`src/rtl/if_fetch_stage_pkg.sv`:
```
// Shared widths, stall encoding and bus layouts for the IF stage.
package if_fetch_stage_pkg;

  localparam int STALL_BUS = 6;
  localparam int IF_TO_ID_WD = 33;
  localparam int BR_WD = 33;
  localparam logic STOP = 1'b1;
  localparam logic NO_STOP = 1'b0;
  localparam logic [31:0] RESET_PC_DEF = 32'hBFC0_0000;

  typedef struct packed {
    logic        br_e;
    logic [31:0] br_addr;
  } br_bus_t;

  typedef struct packed {
    logic        ce;
    logic [31:0] pc;
  } if_to_id_t;

endpackage

```
`src/rtl/if_inst_hold_buf.sv`:
```
// Captures the fetched instruction on the first IF/ID stall cycle and replays it
// to ID until the stall lifts, so a changing SRAM read port cannot corrupt ID.
module if_inst_hold_buf
  import if_fetch_stage_pkg::*;
(
  input  logic        clk,
  input  logic        rst,
  input  logic        hold,
  input  logic [31:0] inst_sram_rdata,
  output logic [31:0] id_inst
);

  logic        hold_vld_d, hold_vld_q;
  logic [31:0] hold_data_d, hold_data_q;

  always_comb begin
    hold_vld_d  = hold_vld_q;
    hold_data_d = hold_data_q;
    if (hold == NO_STOP) begin
      hold_vld_d = 1'b0;
    end else if (!hold_vld_q) begin
      hold_vld_d  = 1'b1;
      hold_data_d = inst_sram_rdata;
    end
  end

  always_ff @(posedge clk or posedge rst) begin
    if (rst) begin
      hold_vld_q  <= 1'b0;
      hold_data_q <= 32'h0;
    end else begin
      hold_vld_q  <= hold_vld_d;
      hold_data_q <= hold_data_d;
    end
  end

  assign id_inst = hold_vld_q ? hold_data_q : inst_sram_rdata;

endmodule

```
`src/rtl/if_fetch_stage.sv`:
```
// MIPS IF stage: PC register, branch redirect (with stall-safe pending redirect),
// instruction SRAM request. Optional macro FETCH_ADDR_CHECK_EN adds misaligned-fetch detection.
module if_fetch_stage
  import if_fetch_stage_pkg::*;
#(
  parameter logic [31:0] RESET_PC = RESET_PC_DEF,
  parameter int          STALL_W  = STALL_BUS
) (
  input  logic                   clk,
  input  logic                   rst,
  input  logic [STALL_W-1:0]     stall,
  input  logic [BR_WD-1:0]       br_bus,
  output logic [IF_TO_ID_WD-1:0] if_to_id_bus,
  output logic                   inst_sram_en,
  output logic [3:0]             inst_sram_wen,
  output logic [31:0]            inst_sram_addr,
  output logic [31:0]            inst_sram_wdata,
  input  logic [31:0]            inst_sram_rdata,
  output logic [31:0]            id_inst,
  output logic                   if_excp_adel
);

  br_bus_t     br;
  if_to_id_t   out_bus;
  logic [31:0] pc_d, pc_q;
  logic        ce_d, ce_q;
  logic        br_pend_d, br_pend_q;
  logic [31:0] br_tgt_d, br_tgt_q;
  logic [31:0] buf_inst;
  logic        unused_stall;

  assign br           = br_bus;
  assign unused_stall = ^stall[STALL_W-1:2];

  always_comb begin
    pc_d      = pc_q;
    ce_d      = 1'b1;
    br_pend_d = br_pend_q;
    br_tgt_d  = br_tgt_q;
    if (!ce_q) begin
      pc_d      = RESET_PC;
      br_pend_d = 1'b0;
    end else if (stall[0] == STOP) begin
      // Remember the redirect; the latest one seen during the stall wins.
      if (br.br_e) begin
        br_pend_d = 1'b1;
        br_tgt_d  = br.br_addr;
      end
    end else if (br.br_e) begin
      pc_d      = br.br_addr;
      br_pend_d = 1'b0;
    end else if (br_pend_q) begin
      pc_d      = br_tgt_q;
      br_pend_d = 1'b0;
    end else begin
      pc_d = pc_q + 32'd4;
    end
  end

  always_ff @(posedge clk or posedge rst) begin
    if (rst) begin
      pc_q      <= RESET_PC - 32'd4;
      ce_q      <= 1'b0;
      br_pend_q <= 1'b0;
      br_tgt_q  <= 32'h0;
    end else begin
      pc_q      <= pc_d;
      ce_q      <= ce_d;
      br_pend_q <= br_pend_d;
      br_tgt_q  <= br_tgt_d;
    end
  end

  assign out_bus.ce      = ce_q;
  assign out_bus.pc      = pc_q;
  assign if_to_id_bus    = out_bus;
  assign inst_sram_addr  = pc_q;
  assign inst_sram_wen   = 4'b0000;
  assign inst_sram_wdata = 32'h0;

  if_inst_hold_buf u_hold_buf (
    .clk             (clk),
    .rst             (rst),
    .hold            (stall[1]),
    .inst_sram_rdata (inst_sram_rdata),
    .id_inst         (buf_inst)
  );

`ifdef FETCH_ADDR_CHECK_EN
  logic adel_d, adel_q;

  assign if_excp_adel = ce_q & (pc_q[1:0] != 2'b00);
  assign inst_sram_en = ce_q & ~if_excp_adel;

  always_comb begin
    adel_d = if_excp_adel;
  end

  always_ff @(posedge clk or posedge rst) begin
    if (rst) adel_q <= 1'b0;
    else     adel_q <= adel_d;
  end

  // A misaligned fetch never reached the SRAM; hand ID a nop instead.
  assign id_inst = adel_q ? 32'h0 : buf_inst;
`else
  assign if_excp_adel = 1'b0;
  assign inst_sram_en = ce_q;
  assign id_inst      = buf_inst;
`endif

endmodule

```
`config.mk`:
```
export PLATFORM = sky130hd
export DESIGN_NAME = if_fetch_stage
export DESIGN_NICKNAME = d
export VERILOG_FILES = /design/src/rtl/if_fetch_stage_pkg.sv /design/src/rtl/if_inst_hold_buf.sv /design/src/rtl/if_fetch_stage.sv
export SDC_FILE = /design/constraint.sdc
export NUM_CORES = 1
export LEC_CHECK = 0
export CAP_MARGIN = 0
export CELL_PAD_IN_SITES_DETAIL_PLACEMENT = 0
export CELL_PAD_IN_SITES_GLOBAL_PLACEMENT = 1
export CORE_UTILIZATION = 34
export DETAILED_ROUTE_END_ITERATION = 8
export GPL_ROUTABILITY_DRIVEN = 1
export PLACE_DENSITY_LB_ADDON = 0.1
export RECOVER_POWER = 25
export SLEW_MARGIN = 20
export SYNTH_ARGS = -nofsm -noshare
export SYNTH_HDL_FRONTEND = slang
export SYNTH_SLANG_ARGS = --single-unit
```
`constraint.sdc`:
```
create_clock -name clk -period 3.9 [get_ports clk]
set_clock_uncertainty 0.1 [all_clocks]
set_input_delay 0.39 -clock clk [delete_from_list [all_inputs] [get_ports clk]]
set_output_delay 0.39 -clock clk [all_outputs]
set_load 0.01 [all_outputs]
```
* Word level (Yosys, flattened, before mapping)
Cells that the tools add are included.
Word-level totals: logic and storage cells 19, input bits 73, bits in registers 99, output and inout port bits 135
Cells by class: multiplexer cells 9, equality and inequality tests 2, reduce and logical (&&, ||, !) cells 1, add/sub/neg operators 1
Operators by type and width (count):
- 2-to-1 mux 32 bit | 5
- adder 32 x 3 -> 32 bit (second input constant) | 1
- 2-to-1 mux 1 bit | 4
- != test 3 bit (second input constant) | 1
- AND reduction 3 bit | 1
- != test 2 bit (second input constant) | 1

* Logic depth before layout (Yosys ltp)
Gate-level depths: netlist (run 1).
depth after elaboration 5, depth in mapped cells 7, mapped depth without buffers 6

* Modules after synthesis
From an unflattened synthesis (run 1), not the netlist that was laid out.
Unflattened totals: cells, all modules 569, area total of the unflattened synthesis 6048.3 um^2
Modules (own cells, without submodules):
- if_fetch_stage | area an instance 4282.9 um^2, sequential area each 1686.6 um^2, times used 1, cells an instance 462
- if_inst_hold_buf | area an instance 1765.4 um^2, sequential area each 825.8 um^2, times used 1, cells an instance 107

* Least setup slack after synthesis (run 1)
No wires, ideal clock.
path kind register to register, start reg pc_q[5] (netlist: inst_sram_addr[5]), end reg pc_q[21] (netlist: inst_sram_addr[21]), stages on the path, launching flop included 6, clock period less this slack 2083 ps, arrival 1899 ps, buffers on the path 0, required time 3716 ps, slack 1817 ps, setup time 84 ps, cells stage by stage dfstp_2 -> nand4_4 -> nor4_4 -> nand3_2 -> or4_1 -> o2111ai_1
On the way: longest elaborated chain between the ends 5
RTL lines:
- start: declaration | RTL line if_fetch_stage.sv:25 | logic [31:0] pc_d, pc_q;
- start signal: assignment | RTL line if_fetch_stage.sv:62 | pc_q <= RESET_PC - 32'd4;
- start signal: assignment | RTL line if_fetch_stage.sv:67 | pc_q <= pc_d;
- adder 32 x 3 -> 32 bit | RTL line if_fetch_stage.sv:56 | pc_d = pc_q + 32'd4;
- 2-to-1 mux 32 bit | RTL line if_fetch_stage.sv:52 | end else if (br_pend_q) begin
- 2-to-1 mux 32 bit | RTL line if_fetch_stage.sv:49 | end else if (br.br_e) begin
- 2-to-1 mux 32 bit | RTL line if_fetch_stage.sv:43 | end else if (stall[0] == STOP) begin
- 2-to-1 mux 32 bit | RTL line if_fetch_stage.sv:40 | if (!ce_q) begin
No other way between the ends. The select of a mux whose other input is x is not followed. A chain may end at the register's enable or synchronous reset.

==> run_results.csv, run 1 <==
group,metric,value,unit
clock_tree,cts_root_buffer,"clkbuf_16",
synth,yosys_warnings,0,
clock_tree,cts-resized-gates,0,
status,violations,"capacitance limit, slew limit",
timing,timing.hold.ws,0.402,ns
routing,routed_wirelength,15800,microns
grt,overflow,0,
synth,synth_simple_gate_area_share,11.3,%
synth,synth.cell_area,0.00585,sq mm
grt,grt_first_pass_wirelength,25300,microns
timing,worst_pin_slew,2.36,ns
routing,via_per_inst,5.01,
grt,grt_use_total,18.5,%
grt,grt_max_degree,52,
synth,ys.flop_type,"dfrtp_1",
timing,min_period,2.77,ns
grt,antenna_found_initial,0,
critical_path,worstPathArrival,3.08,ns
placement,place_hpwl,11000,microns
power_and_ir_drop,peakVddDrop,214,uV
floorplan,start_util,35.0,%
timing,max_freq,361,MHz
placement,finalWeightedCongestion,0.758,
timing,rsz0062_at_grt,"no",
routing,ant_nets,0,
min_path,min_to,"br_tgt_q[23]",
power_and_ir_drop,p_comb_share,24.6,%
power_and_ir_drop,p_leak,3.07,nW
timing,slew-limit-headroom,-57.9,%
critical_path,crit_path_max_incr_delay,1.35,ns
critical_path,worstSetupEndpointType,"asynchronous set/reset pin",
power_and_ir_drop,clkPwrFrac,31.0,%
clock_tree,cts_setup_buffers,0,
floorplan,die_area,0.0177,sq mm
synth,synth-adder-area-share,0.214,%
power_and_ir_drop,power_density,383,mW/mm^2
critical_path,r2r-end,"inst_sram_addr[21]",
cells_and_area,multiInputGateArea,0.00279,sq mm
synth,ys_types,63,
synth,yosys_register_bits,99,
timing,setup_viol,0,
cells_and_area,fin_util,45.8,%
grt,use_met2,30.3,%
synth,syn_area_per_cell,10.6,sq um
synth,yosysSeqAreaShare,43.0,%
floorplan,die_w,133,microns
status,status,"complete, but fails checks",
clock_tree,clk_latency,0.35,ns
critical_path,worstPathMaxFanout,51,
clock_tree,cts_buffer_depth,2,
timing,finalCritPeriodShare,71.0,%
critical_path,cp_cell_sequence,"dlygate4sd3_1 -> clkinvlp_2 -> clkbuf_2",
critical_path,r2r_cells,5,
routing,post-route-drc-count,0,
cells_and_area,final-seq-area,0.00251,sq mm
cells_and_area,final_nets,753,
power_and_ir_drop,p_seq_share,44.3,%
power_and_ir_drop,switchingPower,0.819,mW
clock_tree,cts_tree,"yes",
clock_tree,numCtsBuffers,9,
cells_and_area,drive_gt1_share,23.9,%
floorplan,die_h,133,microns
synth,synth_compound_area_share,12.7,%
cells_and_area,area_growth,30.7,%
clock_tree,cts.sink_count,99,
cells_and_area,num_antenna_cells,0,
floorplan,coreArea,0.0167,sq mm
clock_tree,clkSlewWorstSetupHoldPaths,0.07,ns
timing,slew_viol_final,86,
grt,grtUsageMet1,23.3,%
timing,fin_setup_tns,0,ns
routing,vias,4526,
floorplan,rows,47,
min_path,hold_class,"reg -> reg",
clock_tree,htree_levels,3,
synth,synth_top_family_by_area,"multiplexers",
synth,synth_edf_count,0,
grt,grt_util_met3,6.09,%
floorplan,pin_count,208,
min_path,hold_start,"br_tgt_q[23]",
critical_path,slowest_stage,"clkinvlp_2",
routing,drt_iter0_drc,170,
power_and_ir_drop,swShare,27.9,%
synth,syn_inst,553,
critical_path,crit_type,"in -> async",
synth,synth-xor-area-share,1.35,%
clock_tree,hold_buffers,0,
min_path,hold_depth,1,
job,max_cap_violations,2,
placement,io_buffers,166,
timing,hold_viol,0,
critical_path,r2r_start,"inst_sram_addr[4]",
critical_path,cp-start-kind,"primary input",
critical_path,r2r_slack,1.39,ns
grt,grt_busiest_layer,"met2",
synth,async_flop_share,100,%
cells_and_area,fillCellCount,1545,
routing,drtPass1Iterations,4,
power_and_ir_drop,p_int,2.11,mW
routing,wl_per_cell,17.5,microns
synth,muxShareOfSynthArea,19.7,%
critical_path,crit_required,4.21,ns
grt,first_global_vias,4680,
[metal layers]
| metal | part of all wire (%) | vias up |
|---|---|---|
| met2 | 47 | 147 |
| li1 | - | 2147 |
| met1 | 44 | 2218 |
| met5 | 0 | - |
| met4 | 1.5 | 0 |
| met3 | 7.6 | 14 |
[registers in the layout (all words and copies together), names as in the netlist]
name,count
inst_sram_addr,32
u_hold_buf.hold_vld_q,1
br_pend_q,1
inst_sram_en,1
u_hold_buf.hold_data_q,32
br_tgt_q,32
[power groups by stage]
stage | clock network (mW) | registers, mW | logic (mW)
2_1_floorplan | 0 | 1.30 | 0.442
3_3_place_gp | 0 | 1.31 | 0.716
3_5_place_dp | 0 | 1.32 | 0.728
4_1_cts | 0.949 | 1.30 | 0.733
5_1_grt | 0.980 | 1.32 | 0.786
6_report | 0.910 | 1.30 | 0.722
[kinds of logic (layout without fill, tap and decap cells)]
family,count (synthesis),after routing
other,2,38
DFF,99,99
muxes,103,103
and+or+nand+nor,119,119
buffers and inverters,107,201
AOI/OAI and AO/OA,113,113
adders and majority gates,1,1
xor gates and xnor gates,9,9
[cells in the mapped netlist (2+ instances only)]
cell type | instances | area (sq um)
mux2_2 | 95 | 1070
a221o_1 | 2 | 20.0
a221oi_1 | 4 | 35.0
xor2_1 | 7 | 61.3
o221ai_1 | 4 | 35.0
a31o_2 | 2 | 17.5
a21oi_1 | 29 | 145
xnor2_1 | 2 | 17.5
o21ai_0 | 28 | 140
dfrtp_1 | 71 | 1780
dfstp_2 | 28 | 736
and4_1 | 4 | 35.0
o2111ai_1 | 2 | 17.5
nand4_1 | 4 | 25.0
nor2_1 | 19 | 71.3
buf_1 | 10 | 37.5
nor4_1 | 2 | 12.5
nand3_1 | 13 | 65.1
o22ai_1 | 4 | 25.0
o31ai_1 | 5 | 37.5
conb_1 | 2 | 7.51
nand2b_1 | 3 | 18.8
nand3_2 | 2 | 20.0
inv_1 | 6 | 22.5
a31oi_1 | 7 | 43.8
o211a_1 | 6 | 60.1
nor3_1 | 7 | 35.0
and2_1 | 2 | 12.5
clkbuf_1 | 16 | 60.1
mux2i_1 | 8 | 80.1
or4_1 | 2 | 15.0
o211ai_1 | 6 | 45.0
buf_4 | 71 | 533
o22a_1 | 2 | 17.5
nor4_4 | 2 | 42.5
a2bb2oi_1 | 3 | 26.3
nand2_1 | 41 | 154
and3_1 | 7 | 43.8
[worst max-delay path, delay by kind of cell]
family | cells | cell delay [ns]
buffers and inverters | 3 | 2.67
[layout make-up]
class | count | area share [%]
inverter | 7 | 0.360
tap | 220 | 3.60
multi-input combinational | 383 | 36.4
clock buffer | 9 | 2.95
clock inverter | 6 | 0.868
timing repair buffer | 179 | 22.9
sequential | 99 | 32.9
[stage by stage]
| stage | setup slack (ns) | area, sq um | power (mW) | std cells |
|---|---|---|---|---|
| after floorplan | 0.866 | 5980 | 1.74 | 589 |
| after detailed placement | 1.22 | 7360 | 2.05 | 888 |
| final | 1.13 | 7640 | 2.93 | 903 |
| after global routing | 0.626 | 7640 | 3.09 | 903 |
| after global placement | 1.26 | 7360 | 2.03 | 888 |
| after CTS | 1.36 | 7650 | 2.98 | 903 |
[worst max-delay path by stage]
stage / startpoint / to / depth (start not counted)
2_1_floorplan: rst / br_pend_q / 1
3_3_place_gp: stall[0] / br_tgt_q[0] / 5
3_5_place_dp: stall[0] / br_tgt_q[1] / 5
6_report: rst / u_hold_buf.hold_data_q[6] / 3
5_1_grt: rst / u_hold_buf.hold_data_q[6] / 3
4_1_cts: inst_sram_addr[4] / inst_sram_addr[21] / 5
[cell usage in the layout (no fill, tap or decap), drive strengths merged, types with 6 or more instances in the layout]
| master | netlist | final |
|---|---|---|
| clkdlybuf4s50 | 0 | 165 |
| mux2 | 95 | 95 |
| dfrtp | 71 | 71 |
| nand2 | 42 | 42 |
| conb | 2 | 38 |
| a21oi | 29 | 29 |
| o21ai | 28 | 28 |
| dfstp | 28 | 28 |
| nor2 | 19 | 19 |
| nand3 | 16 | 16 |
| clkbuf | 17 | 12 |
| buf | 83 | 10 |
| mux2i | 8 | 8 |
| and3 | 8 | 8 |
| xor2 | 7 | 7 |
| a31oi | 7 | 7 |
| nor3 | 7 | 7 |
| o211a | 6 | 6 |
| o211ai | 6 | 6 |
| inv | 6 | 6 |
Power figures use the tool's default switching activity.
==> run 2, diff against run 1 <==
--- a/config.mk
+++ b/config.mk
@@ -8,7 +8,7 @@
 export CAP_MARGIN = 0
 export CELL_PAD_IN_SITES_DETAIL_PLACEMENT = 0
 export CELL_PAD_IN_SITES_GLOBAL_PLACEMENT = 1
-export CORE_UTILIZATION = 34
+export CORE_UTILIZATION = 31
 export DETAILED_ROUTE_END_ITERATION = 8
 export GPL_ROUTABILITY_DRIVEN = 1
 export PLACE_DENSITY_LB_ADDON = 0.1
==> constraint.sdc (replaced) <==
create_clock -name clk -period 2.3 [get_ports clk]
set_clock_uncertainty 0.1 [all_clocks]
set_input_delay 0.23 -clock clk [delete_from_list [all_inputs] [get_ports clk]]
set_output_delay 0.23 -clock clk [all_outputs]
set_load 0.01 [all_outputs]
==> run_results.csv, run 2 (same netlist as run 1, synthesis figures left out) <==
group,metric,value,unit
cells_and_area,final-seq-area,0.00251,sq mm
floorplan,pin_count,208,
clock_tree,hold_buffers,0,
timing,worst_pin_slew,0.851,ns
timing,setup_viol,0,
timing,max_freq,452,MHz
placement,io_buffers,166,
cells_and_area,layoutNonFillerInstCount,942,
power_and_ir_drop,power,4.92,mW
grt,overflow,0,
cells_and_area,final_area,0.00787,sq mm
routing,via_per_inst,5.07,
placement,finalWeightedCongestion,0.764,
timing,finalCritPeriodShare,96.2,%
clock_tree,cts_setup_buffers,0,
critical_path,cp-start-kind,"flip-flop",
routing,wl_per_cell,18.0,microns
power_and_ir_drop,clkPwrFrac,29.3,%
floorplan,start_util,32.1,%
clock_tree,cts_buffer_depth,2,
grt,grt_first_pass_wirelength,27200,microns
job,max_cap_violations,0,
placement,placed_area,0.00763,sq mm
cells_and_area,final_nets,782,
routing,vias,4778,
clock_tree,clkSlewWorstSetupHoldPaths,0.07,ns
status,status,"completed",
power_and_ir_drop,peakVddDrop,379,uV
cells_and_area,mostFrequentLayoutCells,"165 x clkdlybuf4s50_1, 95 x mux2_2, 71 x dfrtp_1",
critical_path,worstPathMaxFanout,13,
power_and_ir_drop,p_comb_share,26.0,%
power_and_ir_drop,swShare,27.6,%
clock_tree,clk_latency,0.34,ns
timing,fin_ws,0.0876,ns
power_and_ir_drop,power_density,625,mW/mm^2
grt,grt_max_degree,34,
power_and_ir_drop,switchingPower,1.36,mW
critical_path,worstPathArrival,1.88,ns
grt,grt_use_total,18.1,%
floorplan,die_w,139,microns
timing,hold_viol,0,
routing,drtPass1Iterations,5,
cells_and_area,multiInputGateArea,0.00279,sq mm
timing,slew_viol_final,0,
grt,first_global_vias,4918,
cells_and_area,final_common_cell,"clkdlybuf4s50_1",
floorplan,coreArea,0.0182,sq mm
floorplan,die_area,0.0194,sq mm
cells_and_area,fillCellCount,1737,
cells_and_area,area_growth,34.6,%
floorplan,rows,49,
routing,drt_iter0_drc,159,
min_path,hold_class,"in -> async",
grt,antenna_found_initial,0,
critical_path,crit_required,1.97,ns
power_and_ir_drop,p_int,3.56,mW
clock_tree,cts_tree,"yes",
clock_tree,cts_root_buffer,"clkbuf_16",
routing,post-route-drc-count,0,
power_and_ir_drop,p_leak,3.23,nW
placement,place_hpwl,12300,microns
routing,routed_wirelength,17000,microns
critical_path,crit_type,"reg -> out",
timing,min_period,2.21,ns
clock_tree,htree_levels,3,
clock_tree,cts.sink_count,99,
placement,place_inst,926,
placement,dpl_worst_slack,0.0818,ns
clock_tree,numCtsBuffers,9,
timing,slew-limit-headroom,43.2,%
routing,ant_nets,0,
cells_and_area,drive_gt1_share,26.9,%
timing,timing.hold.ws,0.349,ns
floorplan,die_h,139,microns
cells_and_area,num_antenna_cells,0,
critical_path,worstSetupEndpointType,"output pin",
power_and_ir_drop,p_seq_share,44.7,%
[run 2: cell types whose count changed in the layout (fill, tap and decap cells not counted), sizes merged]
cell	previous run	this run
buf	10	38
bufinv	1	0
inv	6	5
clkinv	2	3
clkinvlp	4	1
clkbuf	12	18
[run 2: power groups by stage]
stage          logic, mW  clock network, mW  registers (mW)
3_3_place_gp        1.27                  0            2.21
2_1_floorplan      0.750                  0            2.20
5_1_grt             1.39               1.59            2.24
3_5_place_dp        1.29                  0            2.23
6_report            1.28               1.44            2.20
4_1_cts             1.30               1.50            2.20
[run 2: area by class of cell]
type	count	area share, %
clock buffers	14	3.35
inverters	7	0.350
clock inverters	2	0.127
multi-input cells	383	35.5
flip-flops and latches	99	31.9
repair buffers	208	25.1
well taps	229	3.64
[run 2: repair_timing]
| action | 4_1_cts | 5_1_grt |
|---|---|---|
| endpoints found under the setup margin | 0 | 2 |
| resized for setup | 0 | 1 |
| endpoints found under the hold margin | 0 | 0 |
[run 2: per-stage QoR]
step / util [%] / TNS (ns)
after floorplan: - / 0
after global placement: 41.9 / 0
after detailed placement: 41.9 / 0
after CTS: 43.4 / 0
after global routing: 43.2 / -0.00354
final: 43.2 / 0
[run 2: final timing paths]
kind | startpoint | endpoint | slack [ns] | cells past startpoint
worst max-delay path | inst_sram_en | inst_sram_en | 0.09 | 2
worst min-delay path | rst | br_tgt_q[15] | 0.35 | 2
worst max register to register | inst_sram_addr[2] | inst_sram_addr[21] | 0.11 | 5
worst min register to register | br_tgt_q[26] | br_tgt_q[26] | 0.39 | 2
max in group asynchronous | rst | u_hold_buf.hold_data_q[19] | 0.50 | 3
min in group clk | br_tgt_q[26] | br_tgt_q[26] | 0.39 | 2
[run 2: metal layers]
layer	up-vias	routed length (microns)	GRT usage, %
li1	2203	-	-
met3	16	1310	4.65
met2	194	8230	29.9
met4	0	206	6.08
met1	2365	7230	22.9
met5	-	0	0
[run 2: worst max-delay path, stage by stage, from the launching register on]
cell,delay (ns)
dfrtp_1,0.69
buf_4,0.27
clkdlybuf4s50_1,0.58
==> run 3, diff against run 2 <==
--- a/config.mk
+++ b/config.mk
@@ -9,6 +9,7 @@
 export CELL_PAD_IN_SITES_DETAIL_PLACEMENT = 0
 export CELL_PAD_IN_SITES_GLOBAL_PLACEMENT = 1
 export CORE_UTILIZATION = 31
+export CTS_CLUSTER_DIAMETER = 50
 export DETAILED_ROUTE_END_ITERATION = 8
 export GPL_ROUTABILITY_DRIVEN = 1
 export PLACE_DENSITY_LB_ADDON = 0.1
==> results of run 3 <==
No change in the layout: final DEF, timing and power equal those of run 2.
